### src/rtl/decode_issue_pkg.sv
// decode_issue_pkg: shared opcodes, funct codes, instIdx/instType codes and decode types
package decode_issue_pkg;
  localparam int XLEN = 32;
  localparam int RIDX_W = 5;
  localparam int IDX_W = 4;
  localparam int TYPE_W = 3;
  localparam logic [XLEN-1:0] ZERO32 = '0;
  localparam logic [6:0] OPC_LUI = 7'b0110111;
  localparam logic [6:0] OPC_AUIPC = 7'b0010111;
  localparam logic [6:0] OPC_OPIMM = 7'b0010011;
  localparam logic [6:0] OPC_OP = 7'b0110011;
  localparam logic [6:0] F7_ZERO = 7'b0000000;
  localparam logic [6:0] F7_ALT = 7'b0100000;
  localparam logic [2:0] F3_ADD = 3'd0;
  localparam logic [2:0] F3_SLL = 3'd1;
  localparam logic [2:0] F3_SLT = 3'd2;
  localparam logic [2:0] F3_SLTU = 3'd3;
  localparam logic [2:0] F3_XOR = 3'd4;
  localparam logic [2:0] F3_SR = 3'd5;
  localparam logic [2:0] F3_OR = 3'd6;
  localparam logic [2:0] F3_AND = 3'd7;
  typedef enum logic [IDX_W-1:0] {
    IDX_NOP, IDX_ADD, IDX_SUB, IDX_SLL, IDX_SLT, IDX_SLTU,
    IDX_XOR, IDX_SRL, IDX_SRA, IDX_OR, IDX_AND
  } inst_idx_e;
  typedef enum logic [TYPE_W-1:0] {
    TYPE_NONE, TYPE_ARITH, TYPE_LOGIC, TYPE_SHIFT, TYPE_CMP
  } inst_type_e;
  typedef enum logic [1:0] {A_ZERO, A_REG, A_PC, A_IMM} opa_sel_e;
  typedef enum logic [1:0] {B_ZERO, B_REG, B_REG_SH, B_IMM} opb_sel_e;
  typedef struct packed {
    logic [RIDX_W-1:0] rs1_idx;
    logic [RIDX_W-1:0] rs2_idx;
    logic [RIDX_W-1:0] rd_idx;
    inst_idx_e         idx;
    inst_type_e        typ;
    opa_sel_e          a_sel;
    opb_sel_e          b_sel;
    logic [XLEN-1:0]   imm;
    logic              rd_e;
    logic              ill;
  } dec_t;
  function automatic inst_idx_e alu_idx(input logic [2:0] f3, input logic alt);
    case (f3)
      F3_ADD:  return alt ? IDX_SUB : IDX_ADD;
      F3_SLL:  return IDX_SLL;
      F3_SLT:  return IDX_SLT;
      F3_SLTU: return IDX_SLTU;
      F3_XOR:  return IDX_XOR;
      F3_SR:   return alt ? IDX_SRA : IDX_SRL;
      F3_OR:   return IDX_OR;
      default: return IDX_AND;
    endcase
  endfunction
  function automatic inst_type_e type_of(input inst_idx_e i);
    return (i == IDX_ADD || i == IDX_SUB) ? TYPE_ARITH :
           (i == IDX_SLL || i == IDX_SRL || i == IDX_SRA) ? TYPE_SHIFT :
           (i == IDX_SLT || i == IDX_SLTU) ? TYPE_CMP :
           (i == IDX_XOR || i == IDX_OR || i == IDX_AND) ? TYPE_LOGIC : TYPE_NONE;
  endfunction
endpackage

### src/rtl/decode_issue_inst_decoder.sv
// inst_decoder: combinational field, immediate and instIdx/instType decode of one RV32I word
module inst_decoder
  import decode_issue_pkg::*;
(
  input  logic [XLEN-1:0] inst_in,
  output dec_t            dec_out
);
  logic [6:0] opc, f7;
  logic [2:0] f3;
  logic       sh, alt;
  assign opc = inst_in[6:0];
  assign f3 = inst_in[14:12];
  assign f7 = inst_in[31:25];
  assign sh = f3 == F3_SLL || f3 == F3_SR;
  assign alt = f7 == F7_ALT;
  always_comb begin
    dec_out = '0;
    dec_out.rs1_idx = inst_in[19:15];
    dec_out.rs2_idx = inst_in[24:20];
    dec_out.rd_idx = inst_in[11:7];
    dec_out.idx = IDX_NOP;
    dec_out.a_sel = A_ZERO;
    dec_out.b_sel = B_ZERO;
    dec_out.imm = ZERO32;
    dec_out.ill = 1'b1;
    case (opc)
      OPC_LUI: begin
        dec_out.idx = IDX_ADD;
        dec_out.ill = 1'b0;
        dec_out.a_sel = A_IMM;
        dec_out.imm = {inst_in[31:12], 12'b0};
      end
      OPC_AUIPC: begin
        dec_out.idx = IDX_ADD;
        dec_out.ill = 1'b0;
        dec_out.a_sel = A_PC;
        dec_out.b_sel = B_IMM;
        dec_out.imm = {inst_in[31:12], 12'b0};
      end
      OPC_OPIMM: if (!sh || f7 == F7_ZERO || (f3 == F3_SR && alt)) begin
        dec_out.idx = alu_idx(f3, f3 == F3_SR && alt);
        dec_out.ill = 1'b0;
        dec_out.a_sel = A_REG;
        dec_out.b_sel = B_IMM;
        dec_out.imm = sh ? {27'b0, inst_in[24:20]} : {{20{inst_in[31]}}, inst_in[31:20]};
      end
      OPC_OP: if (f7 == F7_ZERO || (alt && (f3 == F3_ADD || f3 == F3_SR))) begin
        dec_out.idx = alu_idx(f3, alt);
        dec_out.ill = 1'b0;
        dec_out.a_sel = A_REG;
        dec_out.b_sel = sh ? B_REG_SH : B_REG;
      end
      default: ;
    endcase
    dec_out.typ = type_of(dec_out.idx);
    dec_out.rd_e = !dec_out.ill && dec_out.rd_idx != '0;
  end
endmodule

### src/rtl/decode_issue.sv
// decode_issue: decodes one instruction, forwards operands and holds it in a stallable issue register
module decode_issue
  import decode_issue_pkg::*;
(
  input  logic              clk_in,
  input  logic              rst_in,
  input  logic              instValid_in,
  input  logic [XLEN-1:0]   inst_in,
  input  logic [XLEN-1:0]   pc_in,
  output logic              ready_out,
  output logic [RIDX_W-1:0] rs1Idx_out,
  output logic [RIDX_W-1:0] rs2Idx_out,
  input  logic [XLEN-1:0]   rs1RegData_in,
  input  logic [XLEN-1:0]   rs2RegData_in,
  input  logic              exRdE_in,
  input  logic [RIDX_W-1:0] exRdIdx_in,
  input  logic [XLEN-1:0]   exRdData_in,
  input  logic              flush_in,
  input  logic              exReady_in,
  output logic              valid_out,
  output logic [IDX_W-1:0]  instIdx_out,
  output logic [TYPE_W-1:0] instType_out,
  output logic [XLEN-1:0]   rs1Data_out,
  output logic [XLEN-1:0]   rs2Data_out,
  output logic              rdE_out,
  output logic [RIDX_W-1:0] rdIdx_out,
  output logic              illegal_out
);
  typedef struct packed {
    inst_idx_e         idx;
    inst_type_e        typ;
    logic [XLEN-1:0]   rs1;
    logic [XLEN-1:0]   rs2;
    logic              rd_e;
    logic [RIDX_W-1:0] rd_idx;
    logic              ill;
  } iss_t;
  localparam iss_t ISS_RST = '{idx: IDX_NOP, typ: TYPE_NONE, rs1: ZERO32, rs2: ZERO32,
                               rd_e: 1'b0, rd_idx: '0, ill: 1'b0};
  dec_t            dec;
  iss_t            iss_d, iss_q;
  logic            valid_d, valid_q, accept;
  logic [XLEN-1:0] rs1_v, rs2_v;
  inst_decoder u_dec (.inst_in(inst_in), .dec_out(dec));
  function automatic logic [XLEN-1:0] fwd(input logic [RIDX_W-1:0] idx, input logic [XLEN-1:0] rf);
    return (idx == '0) ? ZERO32 : (exRdE_in && exRdIdx_in == idx) ? exRdData_in : rf;
  endfunction
  always_comb begin
    rs1_v = fwd(dec.rs1_idx, rs1RegData_in);
    rs2_v = fwd(dec.rs2_idx, rs2RegData_in);
    ready_out = !valid_q || exReady_in;
    accept = instValid_in && ready_out && !flush_in;
    valid_d = !flush_in && (accept || (valid_q && !exReady_in));
    iss_d = iss_q;
    if (accept) begin
      iss_d.idx = dec.idx;
      iss_d.typ = dec.typ;
      iss_d.rs1 = dec.a_sel == A_REG ? rs1_v : dec.a_sel == A_PC ? pc_in :
                  dec.a_sel == A_IMM ? dec.imm : ZERO32;
      iss_d.rs2 = dec.b_sel == B_REG ? rs2_v : dec.b_sel == B_REG_SH ? {27'b0, rs2_v[4:0]} :
                  dec.b_sel == B_IMM ? dec.imm : ZERO32;
      iss_d.rd_e = dec.rd_e;
      iss_d.rd_idx = dec.rd_idx;
      iss_d.ill = dec.ill;
    end
    // side-effect flags never outlive the slot they belong to
    if (!valid_d) begin
      iss_d.rd_e = 1'b0;
      iss_d.ill = 1'b0;
    end
  end
  always_ff @(posedge clk_in or posedge rst_in) begin
    if (rst_in) begin
      valid_q <= 1'b0;
      iss_q <= ISS_RST;
    end else begin
      valid_q <= valid_d;
      iss_q <= iss_d;
    end
  end
  assign rs1Idx_out = dec.rs1_idx;
  assign rs2Idx_out = dec.rs2_idx;
  assign valid_out = valid_q;
  assign instIdx_out = iss_q.idx;
  assign instType_out = iss_q.typ;
  assign rs1Data_out = iss_q.rs1;
  assign rs2Data_out = iss_q.rs2;
  assign rdE_out = iss_q.rd_e;
  assign rdIdx_out = iss_q.rd_idx;
  assign illegal_out = iss_q.ill;
endmodule
### config.mk
export PLATFORM = sky130hd
export DESIGN_NAME = decode_issue
export DESIGN_NICKNAME = d
export VERILOG_FILES = /design/src/rtl/decode_issue_pkg.sv /design/src/rtl/decode_issue_inst_decoder.sv /design/src/rtl/decode_issue.sv
export SDC_FILE = /design/constraint.sdc
export NUM_CORES = 1
export LEC_CHECK = 0
export BUFFER_PORTS_ARGS = -buffer_cell sky130_fd_sc_hd__buf_4
export CAP_MARGIN = 30
export CORE_MARGIN = 2
export CORE_UTILIZATION = 45
export CTS_CLUSTER_SIZE = 40
export DETAILED_ROUTE_END_ITERATION = 16
export GPL_TIMING_DRIVEN = 0
export PLACE_DENSITY = 0.79
export SYNTH_ARGS = -nofsm -noshare
export SYNTH_HDL_FRONTEND = slang
export SYNTH_SLANG_ARGS = --single-unit
### constraint.sdc
create_clock -name clk_in -period 7.2 [get_ports clk_in]
set_clock_uncertainty 0.2 [all_clocks]
set_input_delay 0.36 -clock clk_in [delete_from_list [all_inputs] [get_ports clk_in]]
set_output_delay 0.36 -clock clk_in [all_outputs]
set_load 0.01 [all_outputs]
==> metrics.sh, run 1 <==
WORST-SETUP-PATH-TYPE='input pin to register'
ROUTED_WL_MM=19.22
SYNTH_CELLS=559
POST-ROUTE-DRC-COUNT=0
SYN-NUM-NETS=730
FMAX_MHz=338.4
SYNTH_WARNINGS=0
ROUTE.DETAILED.WL_PER_INST_UM=19.73
FIN_CRIT_SH=0.4104
VDD.IR_DROP.WORST_V=0.0001366
GRT_UTIL_MET1=0.3969
BIGGEST_CELL_DELAY_ALONG_THE_CRITICAL_PATH_NS=0.59
POSTSYNTH.TOPFLOPCELL='sky130_fd_sc_hd__dfrtp_1'
CLK_LATENCY_NS=0.33
CTSROOTBUFFERMASTER='sky130_fd_sc_hd__clkbuf_16'
TIMING.CRITICAL_PATH.CELLS='buf_4, or4_1, o31a_1, o22ai_1, o211ai_1, clkbuf_1, o221ai_1, o21a_1'
IO_BUFFERS=256
P_LEAK_uW=0.003344
COUNT_OF_CELLS_ALONG_THE_WORST_HOLD_PATH=2
SYNTH_CELL_TYPES=52
FINALWORSTSETUPSLACK_NS=4.245
CLK_TRANSITION_REPORTED_PATHS_NS=0.07
HOLD_VIOL_FINAL=0
SYN_TO_FINAL_GROWTH_PCT=48.78
GP_ROUTABILITY_CONGESTION=1.028
COUNT_OF_FLIP_FLOPS_WITH_A_BUILT_IN_ENABLE_AFTER_SYNTHESIS=0
DRT_ITER0_MARKERS=398
CRIT_PATH_TOP_DELAY_CELL='sky130_fd_sc_hd__or4_1'
ARRIVAL_NS=3.03
CRIT_FANOUT=10
DRV_CAP=0
DIE_WIDTH_UM=110.2
UNREPAIRED_SETUP_ENDPOINTS_AFTER_GLOBAL_ROUTING='no'
POWER_DENSITY_nW_PER_UM2=170.4
GLOBAL_ROUTE.PEAK_USAGE_LAYER='met2'
SYN_AREA_PER_CELL_UM2=9.076
DP.FINAL_HPWL_MM=14.96
GRTUSAGEMET3=0.06408
CORE_AREA_UM2=10940
VIAS=5617
WORSTMARGINPINSLEW_NS=0.8834
POST_SYNTHESIS_REGISTER_BIT_COUNT=79
GROUTE.LAYER.MET2.USAGE=0.5342
SLEW-LIMIT-HEADROOM=0.4110
LAYOUT_COMMONEST_CELL='sky130_fd_sc_hd__buf_4'
NETS=1000
GLOBALROUTEOVERFLOWTOTAL=0
YOSYSSEQAREASHARE=0.3896
FILLER_CELL_COUNT=900
ANTENNA-DIODE-COUNT=0
WORSTSETUPSTARTPOINTTYPE='input pin'
WORST_HOLD_SLACK_NS=0.002738
FINALSETUPVIOLCOUNT=0
WORST-R2R-CELL-COUNT=7
CTS-ROOT-TO-SINK-BUFFERS=2
CP-END-KIND='register'
TOTAL_POWER_uW=1286
POST-PLACE-WS_NS=3.933
WORSTHOLDPATHTYPE='input pin to register'
VIAS_PER_CELL=5.767
NUMBER_OF_GLOBAL_ROUTE_VIAS_BEFORE_REPAIR=5565
SYNTH_ASYNC_SR_FLOP_SHARE=1.000
FP-ROW-COUNT=38
OVERALL_ROUTING_RESOURCE_USAGE=0.3129
CLOCK_PERIOD_MINUS_WORST_SLACK_NS=2.955
DETAIL-ROUTE-ANTENNA-NETS=0
FIRST_PASS_DETAILED_ROUTE_ITERATION_TOTAL=5
CLOCK_SINK_COUNT=79
OUTCOME='finished clean'
SYN_AREA_UM2=5074
CTS_TREE='yes'
SYNTH_TOP_CELL_BY_AREA='sky130_fd_sc_hd__dfrtp_1'
DRIVE_GT1_FRAC=0.3837
DIE-HEIGHT_UM=110.2
PIN_COUNT=261
FLOORPLAN.DIE_AREA_UM2=12140
CTS_INSERTED_BUFFERS=9
INITIAL_STANDARD_CELL_UTILIZATION_OF_THE_CORE=0.4640
REQUIRED_NS=7.27
MAXSLEWVIOLCOUNT=0
LAYOUT_COMMON_CELLS='sky130_fd_sc_hd__buf_4, sky130_fd_sc_hd__nand2_1, sky130_fd_sc_hd__dfrtp_1'
H_TREE_DEPTH=3
GRT_MAX_DEGREE=75
GRT_ANTENNA_BEFORE_REPAIR=0
YOSYS.AREA.TOP_TYPE_SHARE=0.3896
GRT_PASS1_WL_MM=28.79
SYNTH.AREA.TOP_CELLS='sky130_fd_sc_hd__dfrtp_1, sky130_fd_sc_hd__mux2i_1, sky130_fd_sc_hd__nand2_1, sky130_fd_sc_hd__mux2_2, sky130_fd_sc_hd__a21oi_1'
CTS_SETUP_BUFFERS=0
FINALSETUPTNS_NS=0
-- routing by layer --
| metal | routed length, um | share of wire |
|---|---|---|
| met1 | 7480 | 0.39 |
| met2 | 9427 | 0.49 |
| met5 | 0 | 0 |
| met3 | 1764 | 0.092 |
| met4 | 543 | 0.028 |
-- cell families after synthesis --
logic type / share of synthesized area
AOI/OAI and AO/OA: 0.2274
and+or+nand+nor: 0.1386
muxes: 0.1704
DFF: 0.3896
buffers and inverters: 0.05499
xor gates and xnor gates: 0.01899
-- registers in the layout (all words and copies together) (netlist names) --
name and cells:
illegal_out 1, instIdx_out 4, instType_out 3, rdE_out 1, rdIdx_out 5, rs1Data_out 32, rs2Data_out 32, valid_out 1
-- layout make-up --
cell class	instances	area, um^2	area share
Sequential cell	79	1977	0.2619
Buffer	56	264.0	0.03497
Tap cell	140	175.2	0.02321
Multi-Input combinational cell	420	2818	0.3733
Timing Repair Buffer	259	1964	0.2602
Clock buffer	10	239.0	0.03166
Clock inverter	6	93.84	0.01243
Inverter	4	17.52	0.002321
-- repair_timing --
action                    CTS  global route
hold buffers                1             0
resized for setup           0             0
hold endpoints to repair    8             0
-- critical path, delay by kind of cell --
family | cells | cell delay, ns
buffers and inverters | 2 | 0.50
AO/OA/AOI/OAI | 5 | 1.58
AND/OR/NAND/NOR | 1 | 0.59
-- power breakdown --
group / leakage (uW) / total (uW) / internal (uW) / switching [uW]
Combinational: 0.00215 / 289 / 154 / 136
Clock: 0.000159 / 507 / 315 / 191
Sequential: 0.00104 / 490 / 473 / 17.4
Total: 0.00334 / 1290 / 942 / 345
-- Yosys cell counts (2+ instances only) --
cell / n
sky130_fd_sc_hd__nand2_1: 89
sky130_fd_sc_hd__dfrtp_1: 79
sky130_fd_sc_hd__mux2i_1: 56
sky130_fd_sc_hd__a21oi_1: 42
sky130_fd_sc_hd__clkbuf_1: 42
sky130_fd_sc_hd__mux2_2: 27
sky130_fd_sc_hd__nor2_1: 25
sky130_fd_sc_hd__o21ai_0: 22
sky130_fd_sc_hd__o21a_1: 21
sky130_fd_sc_hd__o21ai_1: 20
sky130_fd_sc_hd__o221ai_1: 20
sky130_fd_sc_hd__a2bb2oi_1: 17
sky130_fd_sc_hd__buf_4: 10
sky130_fd_sc_hd__xor2_1: 9
sky130_fd_sc_hd__a221oi_1: 6
sky130_fd_sc_hd__nor2b_1: 5
sky130_fd_sc_hd__nor4_1: 5
sky130_fd_sc_hd__inv_1: 4
sky130_fd_sc_hd__nand2b_1: 4
sky130_fd_sc_hd__o211ai_1: 4
sky130_fd_sc_hd__o31ai_1: 4
sky130_fd_sc_hd__or4_1: 4
sky130_fd_sc_hd__nor3_1: 3
sky130_fd_sc_hd__o31a_1: 3
sky130_fd_sc_hd__a211oi_1: 2
sky130_fd_sc_hd__a21boi_0: 2
sky130_fd_sc_hd__a311oi_1: 2
sky130_fd_sc_hd__a41oi_1: 2
sky130_fd_sc_hd__and3_1: 2
sky130_fd_sc_hd__buf_6: 2
sky130_fd_sc_hd__nand3_1: 2
sky130_fd_sc_hd__nand3b_1: 2
sky130_fd_sc_hd__nor3b_1: 2
sky130_fd_sc_hd__xnor2_1: 2
-- path summary, 6_finish.rpt --
kind                                   start               to  slack, ns
worst max-delay path             inst_in[25]  rs1Data_out[29]       4.25
worst min-delay path                flush_in          rdE_out      0.003
worst max register to register     valid_out  rs2Data_out[30]       4.47
worst min register to register  rdIdx_out[0]     rdIdx_out[0]       0.28
max in group asynchronous             rst_in  rs1Data_out[25]       5.96
min in group asynchronous             rst_in     rdIdx_out[0]       0.26
-- stage by stage --
step / area [um^2] / utilization / instances
finish: 7548 / 0.6903 / 974
global route: 7548 / 0.6903 / 974
CTS: 7548 / 0.6903 / 974
detailed placement: 7206 / 0.6589 / 957
global placement: 7171 / 0.6557 / 955
floorplan: 5074 / - / 559
(Power assumes the default switching activity.)
==> inputs of run 2 (changes only) <==
--- a/config.mk
+++ b/config.mk
@@ -8,11 +8,11 @@
 export BUFFER_PORTS_ARGS = -buffer_cell sky130_fd_sc_hd__buf_4
 export CAP_MARGIN = 30
 export CORE_MARGIN = 2
-export CORE_UTILIZATION = 45
+export CORE_UTILIZATION = 42
 export CTS_CLUSTER_SIZE = 40
 export DETAILED_ROUTE_END_ITERATION = 16
 export GPL_TIMING_DRIVEN = 0
-export PLACE_DENSITY = 0.79
+export PLACE_DENSITY = 0.78
 export SYNTH_ARGS = -nofsm -noshare
 export SYNTH_HDL_FRONTEND = slang
 export SYNTH_SLANG_ARGS = --single-unit
==> constraint.sdc (replaced) <==
create_clock -name clk_in -period 2.5 [get_ports clk_in]
set_clock_uncertainty 0.2 [all_clocks]
set_input_delay 0.125 -clock clk_in [delete_from_list [all_inputs] [get_ports clk_in]]
set_output_delay 0.125 -clock clk_in [all_outputs]
set_load 0.01 [all_outputs]
==> run 2 against run 1 <==
Compared with the run above:
- combinational power increased to 3.1 times the previous value
- sequential share of layout area fell by 1.4 points
- register-to-register slack worse by 4.1 ns
==> metrics.sh, run 2 (synthesis results as in run 1) <==
FINALWORSTSETUPSLACK_NS=0.1057
CTSROOTBUFFERMASTER='sky130_fd_sc_hd__clkbuf_16'
FIRST_PASS_DETAILED_ROUTE_ITERATION_TOTAL=7
LAYOUT_COMMONEST_CELL='sky130_fd_sc_hd__buf_4'
OUTCOME='finished clean'
P_CLK_FRAC=0.373
INTPOWER_uW=2701
VIAS=5758
CTS-ROOT-TO-SINK-BUFFERS=2
H_TREE_DEPTH=3
FILLER_CELL_COUNT=974
CRIT_PATH_TOP_DELAY_CELL='sky130_fd_sc_hd__or4_1'
FIN_CRIT_SH=0.9577
POSTLAYOUTCOREUTIL=0.6702
WORST-R2R-CELL-COUNT=6
NON_FILLER_CELL_AREA_FINAL_UM2=7983
DP.FINAL_HPWL_MM=15.44
DRIVE_GT1_FRAC=0.3909
IO_BUFFERS=256
FINALSETUPVIOLCOUNT=0
SEQ_POWER_SHARE=0.384
SLEW-LIMIT-HEADROOM=0.4357
P_LEAK_uW=0.003567
DRV_CAP=0
WORSTMARGINPINSLEW_NS=0.8465
TIMING.CRITICAL_PATH.CELLS='buf_4, or4_1, o31a_1, o22ai_4, o211ai_1, buf_4, o221ai_1, o21a_1'
VDD.IR_DROP.WORST_V=0.0003383
REQUIRED_NS=2.58
OVERALL_ROUTING_RESOURCE_USAGE=0.3099
DIE-HEIGHT_UM=113.9
CLOCK_SINK_COUNT=79
DIE_WIDTH_UM=113.9
CTS_INSERTED_BUFFERS=9
GRT_PASS1_WL_MM=30.79
CORE_AREA_UM2=11910
POST-PLACE-WS_NS=-0.5987
TOTAL_POWER_uW=3682
ANTENNA-DIODE-COUNT=0
WORSTHOLDPATHTYPE='input pin to register'
SYN_TO_FINAL_GROWTH_PCT=57.34
NUMBER_OF_GLOBAL_ROUTE_VIAS_BEFORE_REPAIR=5760
DETAIL-ROUTE-ANTENNA-NETS=0
VIAS_PER_CELL=5.634
LAYOUT_COMMON_CELLS='sky130_fd_sc_hd__buf_4, sky130_fd_sc_hd__nand2_1, sky130_fd_sc_hd__dfrtp_1'
WORST-SETUP-PATH-TYPE='input pin to register'
MAXSLEWVIOLCOUNT=0
WORSTSETUPSTARTPOINTTYPE='input pin'
CLK_LATENCY_NS=0.34
BIGGEST_CELL_DELAY_ALONG_THE_CRITICAL_PATH_NS=0.59
GLOBALROUTEOVERFLOWTOTAL=0
UNREPAIRED_SETUP_ENDPOINTS_AFTER_GLOBAL_ROUTING='no'
GRT_ANTENNA_BEFORE_REPAIR=0
COUNT_OF_CELLS_ALONG_THE_WORST_HOLD_PATH=3
INITIAL_STANDARD_CELL_UTILIZATION_OF_THE_CORE=0.4259
CRIT_FANOUT=10
SWITCHING_POWER_uW=980.7
ROUTE.DETAILED.WL_PER_INST_UM=19.99
SETUP.REG_TO_REG.WORST_SLACK_NS=0.33
FLOORPLAN.DIE_AREA_UM2=12980
DRT_ITER0_MARKERS=417
NETS=1041
FP-ROW-COUNT=40
CTS_TREE='yes'
CP-END-KIND='register'
CLK_TRANSITION_REPORTED_PATHS_NS=0.06
CLOCK_PERIOD_MINUS_WORST_SLACK_NS=2.394
PATH_COMMON_CELL='sky130_fd_sc_hd__buf_4'
ARRIVAL_NS=2.48
GP_ROUTABILITY_CONGESTION=0.9585
ROUTED_WL_MM=20.43
POWER_DENSITY_nW_PER_UM2=461.2
PLACED_CELL_AREA_UM2=7214
PIN_COUNT=261
POWER.SHARE.COMBINATIONAL=0.243
HOLD_VIOL_FINAL=0
POST-ROUTE-DRC-COUNT=0
FMAX_MHz=417.7
POWER.SHARE.SWITCHING=0.2664
GRT_MAX_DEGREE=70
WORST_HOLD_SLACK_NS=0.001718
-- run 2: cell types whose count changed in the layout (fill, tap and decap cells not counted), sizes merged --
cell / before / now
bufinv: 2 / 1
clkinv: 3 / 2
clkbuf: 52 / 54
buf: 272 / 277
clkinvlp: 1 / 0
dlygate4sd3: 1 / 38
-- run 2: final cells by class --
class | count | area [um^2] | area share
sequential | 79 | 1977 | 0.2476
clock inverter | 3 | 40.04 | 0.005016
timing repair buffer | 301 | 2372 | 0.2972
buffer | 55 | 281.5 | 0.03527
inverter | 4 | 17.52 | 0.002194
tap | 147 | 183.9 | 0.02304
clock buffer | 13 | 270.3 | 0.03386
multi-input combinational | 420 | 2840 | 0.3558
-- run 2: path summary, 6_finish.rpt --
kind / startpoint / to
worst min register to register: instType_out[2] / instType_out[2]
worst min-delay path: inst_in[23] / rs2Data_out[3]
worst max-delay path: inst_in[25] / rs1Data_out[26]
max in group asynchronous: rst_in / rs2Data_out[24]
min in group asynchronous: rst_in / illegal_out
worst max register to register: valid_out / rs1Data_out[23]
-- run 2: power by group through the flow --
stage | combinational [uW] | sequential [uW] | clock, uW
after floorplan | 304 | 1470 | 0
after global placement | 811 | 1430 | 0
after detailed placement | 832 | 1440 | 0
after CTS | 885 | 1410 | 1380
after global routing | 955 | 1420 | 1440
final | 894 | 1410 | 1370
-- run 2: through the flow --
stage | TNS (ns) | instances
global placement | -89.85 | 962
floorplan | 0 | 559
CTS | 0 | 1019
detailed placement | -24.69 | 964
global route | 0 | 1022
finish | 0 | 1022
-- run 2: worst max-delay path, delay by kind of cell --
kind / cells / cell delay, ns
AO/OA/AOI/OAI: 5 / 1.34
buffers and inverters: 2 / 0.42
AND/OR/NAND/NOR: 1 / 0.59
-- run 2: routing by layer --
layer,GRT usage,vias to the layer above,share of wire
met5,0,-,0
met4,0.1236,0,0.026
met3,0.06589,39,0.078
met2,0.5202,272,0.50
met1,0.3914,2786,0.40
li1,-,2661,-
-- run 2: repair_timing --
action                     4_1_cts  5_1_grt
cloned                           0        0
setup buffers                    1        4
pin swaps                        0        2
hold endpoints to repair       111        0
setup endpoints to repair       51       57
hold buffers                    38        0
resized for setup                8       21
